File: config.mk
export PLATFORM = sky130hd
export DESIGN_NAME = spike_decoder
export DESIGN_NICKNAME = d
export VERILOG_FILES = /design/src/rtl/spike_decoder_pkg.sv /design/src/rtl/spike_decoder_window_counter.sv /design/src/rtl/spike_decoder.sv
export SDC_FILE = /design/constraint.sdc
export NUM_CORES = 1
export LEC_CHECK = 0
export ABC_AREA = 1
export ABC_CLOCK_PERIOD_IN_PS = 1600
export CORE_MARGIN = 10
export CORE_UTILIZATION = 46
export DETAILED_ROUTE_END_ITERATION = 16
export PLACE_DENSITY = 0.74
export SYNTH_ARGS = -nofsm -noshare
export SYNTH_HDL_FRONTEND = slang
export SYNTH_HIERARCHICAL = 1
export SYNTH_SLANG_ARGS = --single-unit
File: constraint.sdc
create_clock -name clk -period 1.6 [get_ports clk]
set_input_delay 0.32 -clock clk [delete_from_list [all_inputs] [get_ports clk]]
set_output_delay 0.32 -clock clk [all_outputs]
set_load 0.005 [all_outputs]
File: src/rtl/spike_decoder_pkg.sv
// Shared types and constants for the spike-train decoder: FSM states,
// default window/width and the count-to-magnitude scale shift.
package rpu_spike_pkg;

  typedef enum logic {
    IDLE  = 1'b0,
    ACCUM = 1'b1
  } state_t;

  localparam int WINDOW_DEF = 16;
  localparam int DATA_W_DEF = 8;

  // count * (2^DATA_W / WINDOW) is a left shift by log2(2^DATA_W / WINDOW)
  localparam int SCALE_SHIFT = DATA_W_DEF - $clog2(WINDOW_DEF);

  function automatic int scale_shift(input int window, input int data_w);
    return data_w - $clog2(window);
  endfunction

endpackage

File: src/rtl/spike_decoder_window_counter.sv
// Cycle counter plus spike accumulator for one decode window; pulses done
// on the last sample edge with the final count (accumulator + current spike).
module spike_window_counter #(
  parameter int WINDOW = 16
) (
  input  logic       clk,
  input  logic       rst_n,
  input  logic       sample,
  input  logic       spike_in,
  output logic       done,
  output logic [8:0] final_count
);

  localparam int CW = $clog2(WINDOW);

  logic [CW-1:0] cyc_reg;
  logic [8:0]    acc_reg;
  logic          last;

  assign last        = (cyc_reg == CW'(WINDOW - 1));
  assign done        = sample && last;
  assign final_count = acc_reg + 9'(spike_in);

  // Any cycle without sampling discards the partial window, so the
  // accumulator holds at most WINDOW-1 and never wraps.
  always_ff @(posedge clk or negedge rst_n) begin
    if (!rst_n) begin
      cyc_reg <= '0;
      acc_reg <= '0;
    end else if (!sample || last) begin
      cyc_reg <= '0;
      acc_reg <= '0;
    end else begin
      cyc_reg <= cyc_reg + 1'b1;
      acc_reg <= acc_reg + 9'(spike_in);
    end
  end

endmodule

File: src/rtl/spike_decoder.sv
// Rate decoder: counts spikes over fixed windows while enabled and reports a
// scaled, saturated magnitude through a valid/ready output with overrun flag.
module spike_decoder
  import rpu_spike_pkg::*;
#(
  parameter int WINDOW = WINDOW_DEF,
  parameter int DATA_W = DATA_W_DEF
) (
  input  logic              clk,
  input  logic              rst_n,
  input  logic              enable,
  input  logic              spike_in,
  input  logic              out_ready,
  output logic              out_valid,
  output logic [DATA_W-1:0] out_data,
  output logic [8:0]        out_count,
  output logic              overrun
);

  localparam int SHIFT = scale_shift(WINDOW, DATA_W);
  localparam int SW    = 9 + DATA_W;

  state_t            state_reg, state_next;
  logic              sample;
  logic              done;
  logic [8:0]        final_count;
  logic [SW-1:0]     scaled;
  logic [DATA_W-1:0] sat_max;
  logic [DATA_W-1:0] data_next;

  always_ff @(posedge clk or negedge rst_n) begin
    if (!rst_n) state_reg <= IDLE;
    else        state_reg <= state_next;
  end

  always_comb begin
    state_next = state_reg;
    case (state_reg)
      IDLE:    if (enable)  state_next = ACCUM;
      ACCUM:   if (!enable) state_next = IDLE;
      default: state_next = IDLE;
    endcase
  end

  assign sample = (state_reg == ACCUM) && enable;

  spike_window_counter #(.WINDOW(WINDOW)) u_counter (
    .clk         (clk),
    .rst_n       (rst_n),
    .sample      (sample),
    .spike_in    (spike_in),
    .done        (done),
    .final_count (final_count)
  );

  assign sat_max   = {DATA_W{1'b1}};
  assign scaled    = SW'(final_count) << SHIFT;
  assign data_next = (scaled > SW'(sat_max)) ? sat_max : scaled[DATA_W-1:0];

  // A completing window always wins over a transfer; it only counts as an
  // overrun when the previous result is still pending and not being taken.
  always_ff @(posedge clk or negedge rst_n) begin
    if (!rst_n) begin
      out_valid <= 1'b0;
      out_data  <= '0;
      out_count <= '0;
      overrun   <= 1'b0;
    end else if (done) begin
      out_valid <= 1'b1;
      out_data  <= data_next;
      out_count <= final_count;
      if (out_valid && !out_ready) overrun <= 1'b1;
    end else if (out_valid && out_ready) begin
      out_valid <= 1'b0;
    end
  end

endmodule

==> flow_results.xml, run 1 <==
<?xml version="1.0" encoding="UTF-8"?>
<metrics>
  <group name="setup_path">
    <metric name="critical-path-slowest-cell" unit="">clkdlybuf4s50_1</metric>
    <metric name="timing.critical_path.depth" unit="">1</metric>
    <metric name="timing.critical_path.required" unit="ns">1.28</metric>
    <metric name="cp.buffers_inverters" unit="">1</metric>
    <metric name="critPathMaxFanout" unit="">2</metric>
    <metric name="crit_family" unit="">buffers and inverters</metric>
    <metric name="path_class" unit="">reg -&gt; out</metric>
    <metric name="startpoint_type_of_the_worst_setup_path" unit="">flip-flop</metric>
    <metric name="regToRegStartpoint" unit="">u_counter/acc_reg[0]</metric>
    <metric name="worstPathArrival" unit="ns">1.23</metric>
    <metric name="worst-r2r-setup-slack" unit="ns">0.08</metric>
    <metric name="setup.worst_path.end_class" unit="">output port</metric>
    <metric name="reg2reg_depth" unit="">12</metric>
    <metric name="crit_path_max_incr_delay" unit="ns">0.53</metric>
    <metric name="cp_cell_sequence" unit="">clkdlybuf4s50_1</metric>
    <metric name="worst_r2r_endpoint" unit="">out_data[3]</metric>
  </group>
  <group name="placement">
    <metric name="place_hpwl" unit="mm">2.21</metric>
    <metric name="placed_area" unit="um^2">1760</metric>
    <metric name="gp_congestion" unit="">0.791</metric>
    <metric name="buffer_ports.inserted" unit="">23</metric>
  </group>
  <group name="synthesis">
    <metric name="synth.most_common_cell" unit="">nand2_1</metric>
    <metric name="synth_async_sr_flop_share" unit="%">100</metric>
    <metric name="syn_avg_cell_area" unit="um^2">9.13</metric>
    <metric name="synth_cells" unit="">152</metric>
    <metric name="synth_top_cells_by_area" unit="">dfrtp_1 54%, nand2_1 12%, inv_1 4.6%, nor2_1 3.5%, nand2_2 3.2%</metric>
    <metric name="synth-main-ff-cell" unit="">dfrtp_1</metric>
    <metric name="synth_top_area_share" unit="%">54.1</metric>
    <metric name="ys.warnings.count" unit="">6</metric>
    <metric name="synth_commonest_cells" unit="">45 x nand2_1, 30 x dfrtp_1, 17 x inv_1, 13 x nor2_1, 7 x nand2_2</metric>
    <metric name="synthDistinctLibCells" unit="">23</metric>
    <metric name="synth-edff-count" unit="">0</metric>
    <metric name="synth_fp_nets" unit="">160</metric>
    <metric name="seq_area_frac_synth" unit="%">54.1</metric>
    <metric name="synth_top_cell_by_area" unit="">dfrtp_1</metric>
    <metric name="synth_seq_cells" unit="">30</metric>
    <metric name="synth_area" unit="um^2">1390</metric>
  </group>
  <group name="cells_and_area">
    <metric name="sequential_cell_area" unit="um^2">751</metric>
    <metric name="post_route_cells_drive_above_1_share" unit="%">30.6</metric>
    <metric name="final_cell_area" unit="um^2">1940</metric>
    <metric name="num_antenna_cells" unit="">0</metric>
    <metric name="num-fill-cells" unit="">213</metric>
    <metric name="syn2layout_area_growth" unit="%">39.7</metric>
    <metric name="multiInputGateArea" unit="um^2">564</metric>
    <metric name="layout.nets" unit="">213</metric>
  </group>
  <group name="global_route">
    <metric name="antenna_found_initial" unit="">0</metric>
    <metric name="grt_start_max_net_pins" unit="">31</metric>
    <metric name="grt_pass1_wl" unit="mm">5.13</metric>
    <metric name="grt_pass1_vias" unit="">1177</metric>
    <metric name="grt.overflow.total" unit="">0</metric>
    <metric name="grt_util_all_layers" unit="%">12.0</metric>
  </group>
  <group name="floorplanning">
    <metric name="dieArea" unit="um^2">5610</metric>
    <metric name="fp.coreArea" unit="um^2">2830</metric>
    <metric name="die_h" unit="um">74.9</metric>
    <metric name="initial_utilization" unit="%">49.0</metric>
    <metric name="boundaryPins" unit="">24</metric>
    <metric name="die_x" unit="um">74.9</metric>
    <metric name="std_cell_rows" unit="">19</metric>
  </group>
  <group name="detailed_routing">
    <metric name="drt-pass1-iter-count" unit="">4</metric>
    <metric name="avgRoutedWirePerCell" unit="um">12.6</metric>
    <metric name="via_per_inst" unit="">4.68</metric>
    <metric name="remaining_drc_errors" unit="">0</metric>
    <metric name="via_count" unit="">1108</metric>
    <metric name="detail-route-antenna-nets" unit="">0</metric>
    <metric name="dr.first_iter.drc_count" unit="">36</metric>
    <metric name="wl" unit="mm">2.98</metric>
  </group>
  <group name="sta">
    <metric name="clock_skew" unit="ns">0.00801</metric>
    <metric name="grt_setup_unrepaired" unit="">true</metric>
    <metric name="fin_crit_sh" unit="%">97.0</metric>
    <metric name="max_slew.worst_pin.slew" unit="ns">0.377</metric>
    <metric name="fmaxAchievable" unit="MHz">644</metric>
    <metric name="period_needed" unit="ns">1.55</metric>
    <metric name="max_slew_violation_count" unit="">0</metric>
    <metric name="slew-limit-headroom" unit="%">74.9</metric>
    <metric name="timing.hold.ws" unit="ns">0.370</metric>
    <metric name="timing_hold_violations_final" unit="">0</metric>
    <metric name="setup-violations-final" unit="">0</metric>
  </group>
  <group name="pwr">
    <metric name="switching_power" unit="mW">0.290</metric>
    <metric name="total_leakage_power" unit="nW">1.06</metric>
    <metric name="combinationalPowerShare" unit="%">4.4</metric>
    <metric name="power-per-cell-area" unit="nW/um^2">666</metric>
    <metric name="p_sw_share" unit="%">22.4</metric>
    <metric name="ir_drop" unit="mV">0.547</metric>
    <metric name="cell_internal_pwr" unit="mW">1.00</metric>
    <metric name="seqPwrFrac" unit="%">59.4</metric>
    <metric name="clockPowerShare" unit="%">36.2</metric>
  </group>
  <group name="clock_tree">
    <metric name="clkSinkCount" unit="">30</metric>
    <metric name="total_clock_buffers_created_by_cts" unit="">5</metric>
    <metric name="tritoncts_clock_tree" unit="">yes</metric>
    <metric name="cts_root_buffer" unit="">clkbuf_4</metric>
    <metric name="cts_max_path_buffers" unit="">2</metric>
    <metric name="clock_insertion_delay_worst_skew" unit="ns">0.33</metric>
    <metric name="hold_buffers" unit="">0</metric>
    <metric name="clkTransAtPathRegs" unit="ns">0.09</metric>
    <metric name="clock_tree.htree_level_count" unit="">2</metric>
  </group>
  <group name="run_status">
    <metric name="outcome" unit="">finished, final reports clean</metric>
  </group>
  <group name="run">
    <metric name="drv_cap" unit="">0</metric>
  </group>
  <group name="hold_path">
    <metric name="hold_class" unit="">in -&gt; async</metric>
  </group>
</metrics>
-- layer usage --
layer,part of all wire (%),up-vias,global-route usage (%)
li1,-,563,-
met1,45,523,13.7
met2,50,18,19.1
met3,4.4,4,4.34
met4,1.4,0,6.93
met5,0,-,0
-- cell type report --
type,count,area share [%]
clock buffers,7,2.84
clock inverters,1,0.258
inverters,18,3.74
multi-input cells,98,29.1
flip-flops and latches,30,38.7
well taps,31,2.00
repair buffers,52,23.3
-- what timing repair did --
| action | CTS | global route |
|---|---|---|
| pin swaps | 11 | 12 |
| setup buffers | 6 | 2 |
| resized for setup | 11 | 9 |
| endpoints found under the setup margin | 10 | 8 |
| cloned | 0 | 0 |
-- worst max path at each step --
| stage | slack (ns) | to | from |
|---|---|---|---|
| 2_1_floorplan | 0.06 | out_data[3] | u_counter/acc_reg[0] |
| 3_3_place_gp | -0.42 | out_data[4] | spike_in |
| 4_1_cts | 0.03 | overrun | overrun |
| 3_5_place_dp | -0.52 | out_data[5] | spike_in |
| 6_report | 0.05 | overrun | overrun |
| 5_1_grt | -0.04 | out_data[3] | u_counter/acc_reg[0] |
-- worst register-to-register path, stage by stage, from the launching register on --
cell	delay, ns
dfrtp_1	0.40
ha_4	0.17
ha_4	0.17
nand2_2	0.07
nor2_2	0.04
nand2_1	0.06
nand2_1	0.06
nand2_2	0.07
inv_2	0.04
nor2_1	0.08
nand3_1	0.09
nand2_2	0.12
nand2_1	0.07
-- logic make-up after synthesis --
logic type / count (synthesis) / synth area share, %
AND/OR/NAND/NOR: 81 / 26.2
flip-flops: 30 / 54.1
buffers and inverters: 24 / 9.29
AO/OA/AOI/OAI: 11 / 5.23
XOR/XNOR: 3 / 2.44
adder cells (fa/ha/maj): 3 / 2.71
-- placed cells by master, fill, tap and decap left out, drive strengths merged --
cell type / instances
nand2: 52
dfrtp: 30
buf: 29
nor2: 19
inv: 18
clkdlybuf4s50: 17
clkbuf: 7
nand3: 6
a21boi: 4
o21bai: 3
dlygate4sd2: 3
dlymetal6s2s: 3
o21ai: 3
ha: 3
xor2: 2
and2: 2
clkinv: 1
xnor2: 1
a21oi: 1
nor3: 1
nor3b: 1
-- through the flow --
stage / instances / power (mW) / worst slack, ns / TNS (ns) / utilization [%]
after detailed placement: 221 / 0.835 / -0.522 / -5.27 / 62.1
after global placement: 221 / 0.833 / -0.419 / -3.97 / 62.1
after floorplan: 152 / 0.797 / 0.0620 / 0 / -
after CTS: 235 / 1.30 / 0.0266 / 0 / 66.8
final: 237 / 1.29 / 0.0475 / 0 / 68.5
after global routing: 237 / 1.35 / -0.0423 / -0.168 / 68.5
-- power groups by stage --
| stage | registers (mW) | logic (mW) | clock network, mW |
|---|---|---|---|
| 6_report | 0.767 | 0.0567 | 0.467 |
| 5_1_grt | 0.768 | 0.0633 | 0.515 |
| 3_5_place_dp | 0.781 | 0.0544 | 0 |
| 2_1_floorplan | 0.780 | 0.0170 | 0 |
| 3_3_place_gp | 0.780 | 0.0530 | 0 |
| 4_1_cts | 0.766 | 0.0555 | 0.481 |
No activity file was read; power rests on OpenSTA's default activity.
==> inputs of run 2 (changes only) <==
Settings changed: SYNTH_HIERARCHICAL 1 to default.
==> run 2 against run 1 <==
Compared with the run above: via count shrank 4.2%; critical path depth is the same; non-clock buffer count shrank 14; register-to-register slack gained 0.04 ns; first-iteration DRC count shrank 8.3%; combinational power shrank 8.8%; fmax grew 2.0%; cell count shrank 8.4%; clock power shrank 7.9%; total power shrank 3.3%; area after synthesis shrank 4.9%; critical path type unchanged.
==> flow_results.xml, run 2 <==
<?xml version="1.0" encoding="UTF-8"?>
<metrics>
  <group name="setup_path">
    <metric name="critical-path-slowest-cell" unit="">clkdlybuf4s50_1</metric>
    <metric name="worst_r2r_endpoint" unit="">out_data[6]</metric>
    <metric name="timing.critical_path.depth" unit="">1</metric>
    <metric name="regToRegStartpoint" unit="">u_counter.acc_reg[0]</metric>
    <metric name="crit_path_max_incr_delay" unit="ns">0.53</metric>
    <metric name="cp.buffers_inverters" unit="">1</metric>
    <metric name="worst-r2r-setup-slack" unit="ns">0.12</metric>
    <metric name="reg2reg_depth" unit="">11</metric>
    <metric name="cp_cell_sequence" unit="">clkdlybuf4s50_1</metric>
    <metric name="timing.critical_path.required" unit="ns">1.28</metric>
    <metric name="path_class" unit="">reg -&gt; out</metric>
    <metric name="setup.worst_path.end_class" unit="">output port</metric>
    <metric name="critPathMaxFanout" unit="">2</metric>
    <metric name="startpoint_type_of_the_worst_setup_path" unit="">flip-flop</metric>
    <metric name="worstPathArrival" unit="ns">1.20</metric>
    <metric name="crit_family" unit="">buffers and inverters</metric>
  </group>
  <group name="sta">
    <metric name="timing_hold_violations_final" unit="">0</metric>
    <metric name="fmaxAchievable" unit="MHz">657</metric>
    <metric name="fin_crit_sh" unit="%">95.1</metric>
    <metric name="clock_skew" unit="ns">0.00411</metric>
    <metric name="grt_setup_unrepaired" unit="">false</metric>
    <metric name="setup-violations-final" unit="">0</metric>
    <metric name="timing.setup.tns" unit="ns">0</metric>
    <metric name="slew-limit-headroom" unit="%">74.9</metric>
    <metric name="max_slew_violation_count" unit="">0</metric>
    <metric name="period_needed" unit="ns">1.52</metric>
    <metric name="max_slew.worst_pin.slew" unit="ns">0.376</metric>
  </group>
  <group name="clock_tree">
    <metric name="clkTransAtPathRegs" unit="ns">0.08</metric>
    <metric name="tritoncts_clock_tree" unit="">yes</metric>
    <metric name="clock_tree.htree_level_count" unit="">2</metric>
    <metric name="clock_insertion_delay_worst_skew" unit="ns">0.32</metric>
    <metric name="clkSinkCount" unit="">30</metric>
    <metric name="cts_max_path_buffers" unit="">2</metric>
    <metric name="total_clock_buffers_created_by_cts" unit="">5</metric>
    <metric name="cts_root_buffer" unit="">clkbuf_4</metric>
    <metric name="hold_buffers" unit="">0</metric>
  </group>
  <group name="global_route">
    <metric name="antenna_found_initial" unit="">0</metric>
    <metric name="grt_pass1_wl" unit="mm">5.00</metric>
    <metric name="grt_util_all_layers" unit="%">11.9</metric>
    <metric name="grt.overflow.total" unit="">0</metric>
    <metric name="grt_pass1_vias" unit="">1111</metric>
    <metric name="grt_start_max_net_pins" unit="">31</metric>
  </group>
  <group name="floorplanning">
    <metric name="dieArea" unit="um^2">5410</metric>
    <metric name="fp.coreArea" unit="um^2">2760</metric>
    <metric name="boundaryPins" unit="">24</metric>
    <metric name="initial_utilization" unit="%">47.9</metric>
    <metric name="die_x" unit="um">73.6</metric>
    <metric name="std_cell_rows" unit="">19</metric>
    <metric name="die_h" unit="um">73.6</metric>
  </group>
  <group name="pwr">
    <metric name="switching_power" unit="mW">0.268</metric>
    <metric name="combinationalPowerShare" unit="%">4.1</metric>
    <metric name="power-per-cell-area" unit="nW/um^2">700</metric>
    <metric name="clockPowerShare" unit="%">34.4</metric>
    <metric name="p_sw_share" unit="%">21.4</metric>
    <metric name="seqPwrFrac" unit="%">61.4</metric>
    <metric name="cell_internal_pwr" unit="mW">0.980</metric>
    <metric name="ir_drop" unit="mV">0.544</metric>
    <metric name="total_leakage_power" unit="nW">0.898</metric>
  </group>
  <group name="synthesis">
    <metric name="synth_top_area_share" unit="%">56.9</metric>
    <metric name="synth_top_cells_by_area" unit="">dfrtp_1 57%, nand2_1 9.7%, nor2_1 5.4%, inv_1 5.1%, o21ai_0 3.0%</metric>
    <metric name="synth_area" unit="um^2">1320</metric>
    <metric name="synth_seq_cells" unit="">30</metric>
    <metric name="synth_top_cell_by_area" unit="">dfrtp_1</metric>
    <metric name="synthDistinctLibCells" unit="">20</metric>
    <metric name="synth_async_sr_flop_share" unit="%">100</metric>
    <metric name="synth_cells" unit="">148</metric>
    <metric name="synth_fp_nets" unit="">156</metric>
    <metric name="syn_avg_cell_area" unit="um^2">8.92</metric>
    <metric name="synth.most_common_cell" unit="">nand2_1</metric>
    <metric name="ys.warnings.count" unit="">0</metric>
    <metric name="synth_commonest_cells" unit="">34 x nand2_1, 30 x dfrtp_1, 19 x nor2_1, 18 x inv_1, 8 x o21ai_0</metric>
    <metric name="synth-edff-count" unit="">0</metric>
    <metric name="synth-main-ff-cell" unit="">dfrtp_1</metric>
    <metric name="seq_area_frac_synth" unit="%">56.9</metric>
  </group>
  <group name="run_status">
    <metric name="outcome" unit="">finished, final reports clean</metric>
  </group>
  <group name="placement">
    <metric name="gp_congestion" unit="">0.870</metric>
    <metric name="place.detailed.instances" unit="">207</metric>
    <metric name="buffer_ports.inserted" unit="">23</metric>
    <metric name="place_hpwl" unit="mm">2.15</metric>
    <metric name="placed_area" unit="um^2">1650</metric>
  </group>
  <group name="cells_and_area">
    <metric name="layout.nets" unit="">195</metric>
    <metric name="post_route_cells_drive_above_1_share" unit="%">21.5</metric>
    <metric name="layout_common_cells" unit="">30 x dfrtp_1, 29 x nand2_1, 18 x inv_1, 18 x nor2_1, 18 x clkdlybuf4s50_1</metric>
    <metric name="num_antenna_cells" unit="">0</metric>
    <metric name="num-fill-cells" unit="">220</metric>
    <metric name="final_cell_area" unit="um^2">1780</metric>
    <metric name="syn2layout_area_growth" unit="%">35.1</metric>
    <metric name="stdcell_count" unit="">217</metric>
    <metric name="layout_commonest_cell" unit="">dfrtp_1</metric>
  </group>
  <group name="detailed_routing">
    <metric name="wl" unit="mm">2.89</metric>
    <metric name="via_per_inst" unit="">4.89</metric>
    <metric name="dr.first_iter.drc_count" unit="">33</metric>
    <metric name="avgRoutedWirePerCell" unit="um">13.3</metric>
    <metric name="drt-pass1-iter-count" unit="">4</metric>
    <metric name="detail-route-antenna-nets" unit="">0</metric>
    <metric name="via_count" unit="">1061</metric>
    <metric name="remaining_drc_errors" unit="">0</metric>
  </group>
  <group name="hold_path">
    <metric name="hold_class" unit="">in -&gt; async</metric>
  </group>
  <group name="run">
    <metric name="drv_cap" unit="">0</metric>
  </group>
</metrics>
[run 2: cell count changes in the layout (fill, tap and decap cells not counted), sizes merged, moves of 2 or more]
| cell | before | now |
|---|---|---|
| a21boi | 4 | 0 |
| a21oi | 1 | 6 |
| a31oi | 0 | 2 |
| and2 | 2 | 0 |
| buf | 29 | 15 |
| dlygate4sd2 | 3 | 5 |
| dlymetal6s2s | 3 | 0 |
| nand2 | 52 | 38 |
| nor2 | 19 | 23 |
| o21ai | 3 | 9 |
[run 2: cell type report]
cell class | instances | area [um^2] | area share [%]
Timing Repair Buffer | 38 | 349 | 19.6
Sequential cell | 30 | 751 | 42.1
Multi-Input combinational cell | 94 | 526 | 29.5
Clock buffer | 6 | 51.3 | 2.88
Inverter | 18 | 67.6 | 3.79
Tap cell | 31 | 38.8 | 2.18
[run 2: how the worst max path moves through the flow]
| stage | startpoint | endpoint | slack [ns] |
|---|---|---|---|
| after detailed placement | spike_in | out_data[6] | -0.45 |
| after CTS | u_counter.acc_reg[0] | out_data[6] | 0.02 |
| final | out_count[0] | out_count[0] | 0.08 |
| after global routing | u_counter.acc_reg[0] | out_data[4] | 0.003 |
| after global placement | spike_in | out_data[6] | -0.35 |
| after floorplan | u_counter.acc_reg[0] | out_data[3] | 0.17 |
[run 2: cells by family (layout without fill, tap and decap cells)]
logic type | after synthesis | count (layout) | synth area share (%)
simple gates | 68 | 68 | 22.1
flops | 30 | 30 | 56.9
buf+inv | 24 | 62 | 7.77
compound gates | 19 | 19 | 7.77
xor+xnor | 4 | 4 | 2.65
fa+ha+maj | 3 | 3 | 2.84
[run 2: layer usage]
metal / global-route usage (%) / vias to the layer above / routed length, um
met3: 4.98 / 6 / 130
li1: - / 532 / -
met2: 20.8 / 10 / 1580
met1: 11.8 / 513 / 1120
met5: 0 / - / 0
met4: 6.00 / 0 / 59
[run 2: repair_timing]
| item | CTS | global route |
|---|---|---|
| setup buffers | 5 | 0 |
| setup endpoints to repair | 9 | 8 |
| resized for setup | 14 | 6 |
| pin swaps | 12 | 6 |
| cloned | 0 | 0 |
[run 2: power groups by stage]
stage / registers [mW] / clock network [mW] / logic [mW]
floorplan: 0.780 / 0 / 0.0150
global placement: 0.780 / 0 / 0.0485
detailed placement: 0.781 / 0 / 0.0506
CTS: 0.766 / 0.445 / 0.0514
global route: 0.767 / 0.478 / 0.0590
finish: 0.766 / 0.430 / 0.0517
[run 2: metrics by stage]
step | worst slack [ns] | total power, mW | util, % | hold slack [ns]
floorplan | 0.166 | 0.795 | - | 0.0244
global placement | -0.353 | 0.829 | 59.8 | 0.444
detailed placement | -0.451 | 0.831 | 59.8 | 0.460
CTS | 0.0176 | 1.26 | 63.8 | 0.379
global route | 0.00291 | 1.30 | 64.7 | 0.388
finish | 0.0783 | 1.25 | 64.7 | 0.376
==> inputs of run 3 (changes only) <==
Settings changed: CORE_UTILIZATION 46 to 35, MAX_ROUTING_LAYER from default to met4, PLACE_DENSITY 0.74 to default.
==> run 3 against run 2 <==
Compared with the run above: critical path type is now reg -> reg; via count fell by 0.57%; highest routed layer unchanged; routed wire length fell by 4.9%; total power rose by 15%; largest power group unchanged; first-iteration DRC count rose to 3.0 times the previous value; core utilization fell by 14 points; die area rose by 22%; setup slack got worse by 0.028 ns.
==> flow_results.xml, run 3 (synthesis results as in run 2) <==
<?xml version="1.0" encoding="UTF-8"?>
<metrics>
  <group name="floorplanning">
    <metric name="dieArea" unit="um^2">6630</metric>
    <metric name="initial_utilization" unit="%">36.1</metric>
    <metric name="fp.coreArea" unit="um^2">3660</metric>
    <metric name="boundaryPins" unit="">24</metric>
    <metric name="die_h" unit="um">81.4</metric>
    <metric name="std_cell_rows" unit="">22</metric>
    <metric name="die_x" unit="um">81.4</metric>
  </group>
  <group name="clock_tree">
    <metric name="tritoncts_clock_tree" unit="">yes</metric>
    <metric name="cts_max_path_buffers" unit="">2</metric>
    <metric name="total_clock_buffers_created_by_cts" unit="">5</metric>
    <metric name="cts_root_buffer" unit="">clkbuf_8</metric>
    <metric name="clkTransAtPathRegs" unit="ns">0.06</metric>
    <metric name="clkSinkCount" unit="">30</metric>
    <metric name="clock_insertion_delay_worst_skew" unit="ns">0.28</metric>
    <metric name="clock_tree.htree_level_count" unit="">2</metric>
  </group>
  <group name="cells_and_area">
    <metric name="layout_common_cells" unit="">30 x dfrtp_1, 28 x nand2_1, 22 x clkdlybuf4s50_1</metric>
    <metric name="layout_commonest_cell" unit="">dfrtp_1</metric>
    <metric name="post_route_cells_drive_above_1_share" unit="%">22.2</metric>
    <metric name="num_antenna_cells" unit="">0</metric>
    <metric name="num-fill-cells" unit="">346</metric>
    <metric name="syn2layout_area_growth" unit="%">40.2</metric>
    <metric name="stdcell_count" unit="">237</metric>
    <metric name="layout.nets" unit="">196</metric>
  </group>
  <group name="detailed_routing">
    <metric name="drt-pass1-iter-count" unit="">4</metric>
    <metric name="via_count" unit="">1055</metric>
    <metric name="wl" unit="mm">2.75</metric>
    <metric name="dr.first_iter.drc_count" unit="">99</metric>
    <metric name="remaining_drc_errors" unit="">0</metric>
    <metric name="via_per_inst" unit="">4.45</metric>
    <metric name="detail-route-antenna-nets" unit="">0</metric>
    <metric name="avgRoutedWirePerCell" unit="um">11.6</metric>
  </group>
  <group name="setup_path">
    <metric name="crit_family" unit="">simple AND/OR/NAND/NOR gates</metric>
    <metric name="path_class" unit="">reg -&gt; reg</metric>
    <metric name="timing.critical_path.depth" unit="">11</metric>
    <metric name="regToRegStartpoint" unit="">u_counter.acc_reg[0]</metric>
    <metric name="setup.worst_path.end_class" unit="">flip-flop</metric>
    <metric name="timing.critical_path.required" unit="ns">1.77</metric>
    <metric name="cp.buffers_inverters" unit="">1</metric>
    <metric name="critPathMaxFanout" unit="">5</metric>
    <metric name="startpoint_type_of_the_worst_setup_path" unit="">flip-flop</metric>
    <metric name="reg2reg_depth" unit="">11</metric>
    <metric name="critical-path-slowest-cell" unit="">dfrtp_1</metric>
    <metric name="crit_path_max_incr_delay" unit="ns">0.39</metric>
    <metric name="worst-r2r-setup-slack" unit="ns">0.05</metric>
    <metric name="cp_cell_sequence" unit="">ha_4 &gt; ha_4 &gt; nand2_2 &gt; nor2_2 &gt; buf_4 &gt; nand3b_1 &gt; nand2_2 &gt; nor2_2 &gt; nand3_2 &gt; nand2_4 &gt; nand2_1</metric>
    <metric name="worstPathArrival" unit="ns">1.72</metric>
    <metric name="worst_r2r_endpoint" unit="">out_data[5]</metric>
  </group>
  <group name="sta">
    <metric name="fin_crit_sh" unit="%">96.8</metric>
    <metric name="timing.setup.tns" unit="ns">0</metric>
    <metric name="fmaxAchievable" unit="MHz">645</metric>
    <metric name="setup-violations-final" unit="">0</metric>
    <metric name="max_slew_violation_count" unit="">0</metric>
    <metric name="layout_setup_ws" unit="ns">0.0507</metric>
    <metric name="grt_setup_unrepaired" unit="">true</metric>
    <metric name="period_needed" unit="ns">1.55</metric>
    <metric name="slew-limit-headroom" unit="%">75.2</metric>
    <metric name="max_slew.worst_pin.slew" unit="ns">0.372</metric>
    <metric name="clock_skew" unit="ns">0.00198</metric>
    <metric name="timing_hold_violations_final" unit="">0</metric>
  </group>
  <group name="placement">
    <metric name="place.detailed.instances" unit="">227</metric>
    <metric name="buffer_ports.inserted" unit="">23</metric>
    <metric name="place_hpwl" unit="mm">2.03</metric>
    <metric name="gp_congestion" unit="">0.900</metric>
    <metric name="place_ws" unit="ns">-0.415</metric>
  </group>
  <group name="pwr">
    <metric name="switching_power" unit="mW">0.302</metric>
    <metric name="seqPwrFrac" unit="%">53.7</metric>
    <metric name="cell_internal_pwr" unit="mW">1.13</metric>
    <metric name="combinationalPowerShare" unit="%">3.4</metric>
    <metric name="clockPowerShare" unit="%">42.9</metric>
    <metric name="total_leakage_power" unit="nW">0.900</metric>
    <metric name="ir_drop" unit="mV">0.480</metric>
    <metric name="power-per-cell-area" unit="nW/um^2">773</metric>
    <metric name="p_sw_share" unit="%">21.1</metric>
  </group>
  <group name="global_route">
    <metric name="grt.overflow.total" unit="">0</metric>
    <metric name="grt_pass1_vias" unit="">1058</metric>
    <metric name="grt_pass1_wl" unit="mm">4.83</metric>
    <metric name="antenna_found_initial" unit="">0</metric>
    <metric name="grt_start_max_net_pins" unit="">31</metric>
    <metric name="grt_util_all_layers" unit="%">9.71</metric>
  </group>
  <group name="hold_path">
    <metric name="hold_class" unit="">in -&gt; async</metric>
  </group>
  <group name="run_status">
    <metric name="outcome" unit="">finished, final reports clean</metric>
  </group>
  <group name="run">
    <metric name="drv_cap" unit="">0</metric>
  </group>
</metrics>
-- run 3: how the worst max path moves through the flow --
stage                       end  slack, ns                  from
global placement    out_data[6]      -0.41              spike_in
global route        out_data[5]      -0.06  u_counter.acc_reg[0]
detailed placement  out_data[4]      -0.42              spike_in
finish              out_data[5]       0.05  u_counter.acc_reg[0]
CTS                 out_data[5]       0.01  u_counter.acc_reg[0]
floorplan           out_data[3]       0.17  u_counter.acc_reg[0]
-- run 3: power groups by stage --
| stage | sequential, mW | clock (mW) | combinational [mW] |
|---|---|---|---|
| 2_1_floorplan | 0.780 | 0 | 0.0150 |
| 3_3_place_gp | 0.780 | 0 | 0.0474 |
| 3_5_place_dp | 0.781 | 0 | 0.0489 |
| 4_1_cts | 0.767 | 0.638 | 0.0494 |
| 5_1_grt | 0.768 | 0.682 | 0.0572 |
| 6_report | 0.768 | 0.614 | 0.0492 |
-- run 3: area by class of cell --
type	instances	area, um^2	area share (%)
Clock buffer	7	86.3	4.67
Sequential cell	30	751	40.6
Clock inverter	1	5.00	0.270
Timing Repair Buffer	39	362	19.5
Multi-Input combinational cell	94	519	28.1
Tap cell	48	60.1	3.25
Inverter	18	67.6	3.65
-- run 3: per-stage QoR --
stage | cell area [um^2] | total power [mW] | hold WS (ns) | util, %
6_report | 1850 | 1.43 | 0.415 | 50.5
5_1_grt | 1850 | 1.51 | 0.443 | 50.5
4_1_cts | 1830 | 1.45 | 0.434 | 50.1
3_5_place_dp | 1690 | 0.829 | 0.463 | 46.2
3_3_place_gp | 1690 | 0.828 | 0.448 | 46.2
2_1_floorplan | 1320 | 0.795 | 0.0244 | -
-- run 3: per-layer routing --
| metal | vias up | wire [um] | GRT usage [%] |
|---|---|---|---|
| met5 | - | 0 | - |
| met4 | 0 | 61 | 5.88 |
| met3 | 7 | 118 | 3.82 |
| met2 | 14 | 1400 | 15.4 |
| met1 | 499 | 1160 | 9.97 |
| li1 | 535 | - | - |
-- run 3: timing repair --
| item | CTS | global route |
|---|---|---|
| pin swaps | 7 | 6 |
| hold buffers | 0 | 0 |
| endpoints found under the setup margin | 5 | 11 |
| setup buffers | 2 | 0 |
| resized for setup | 10 | 4 |
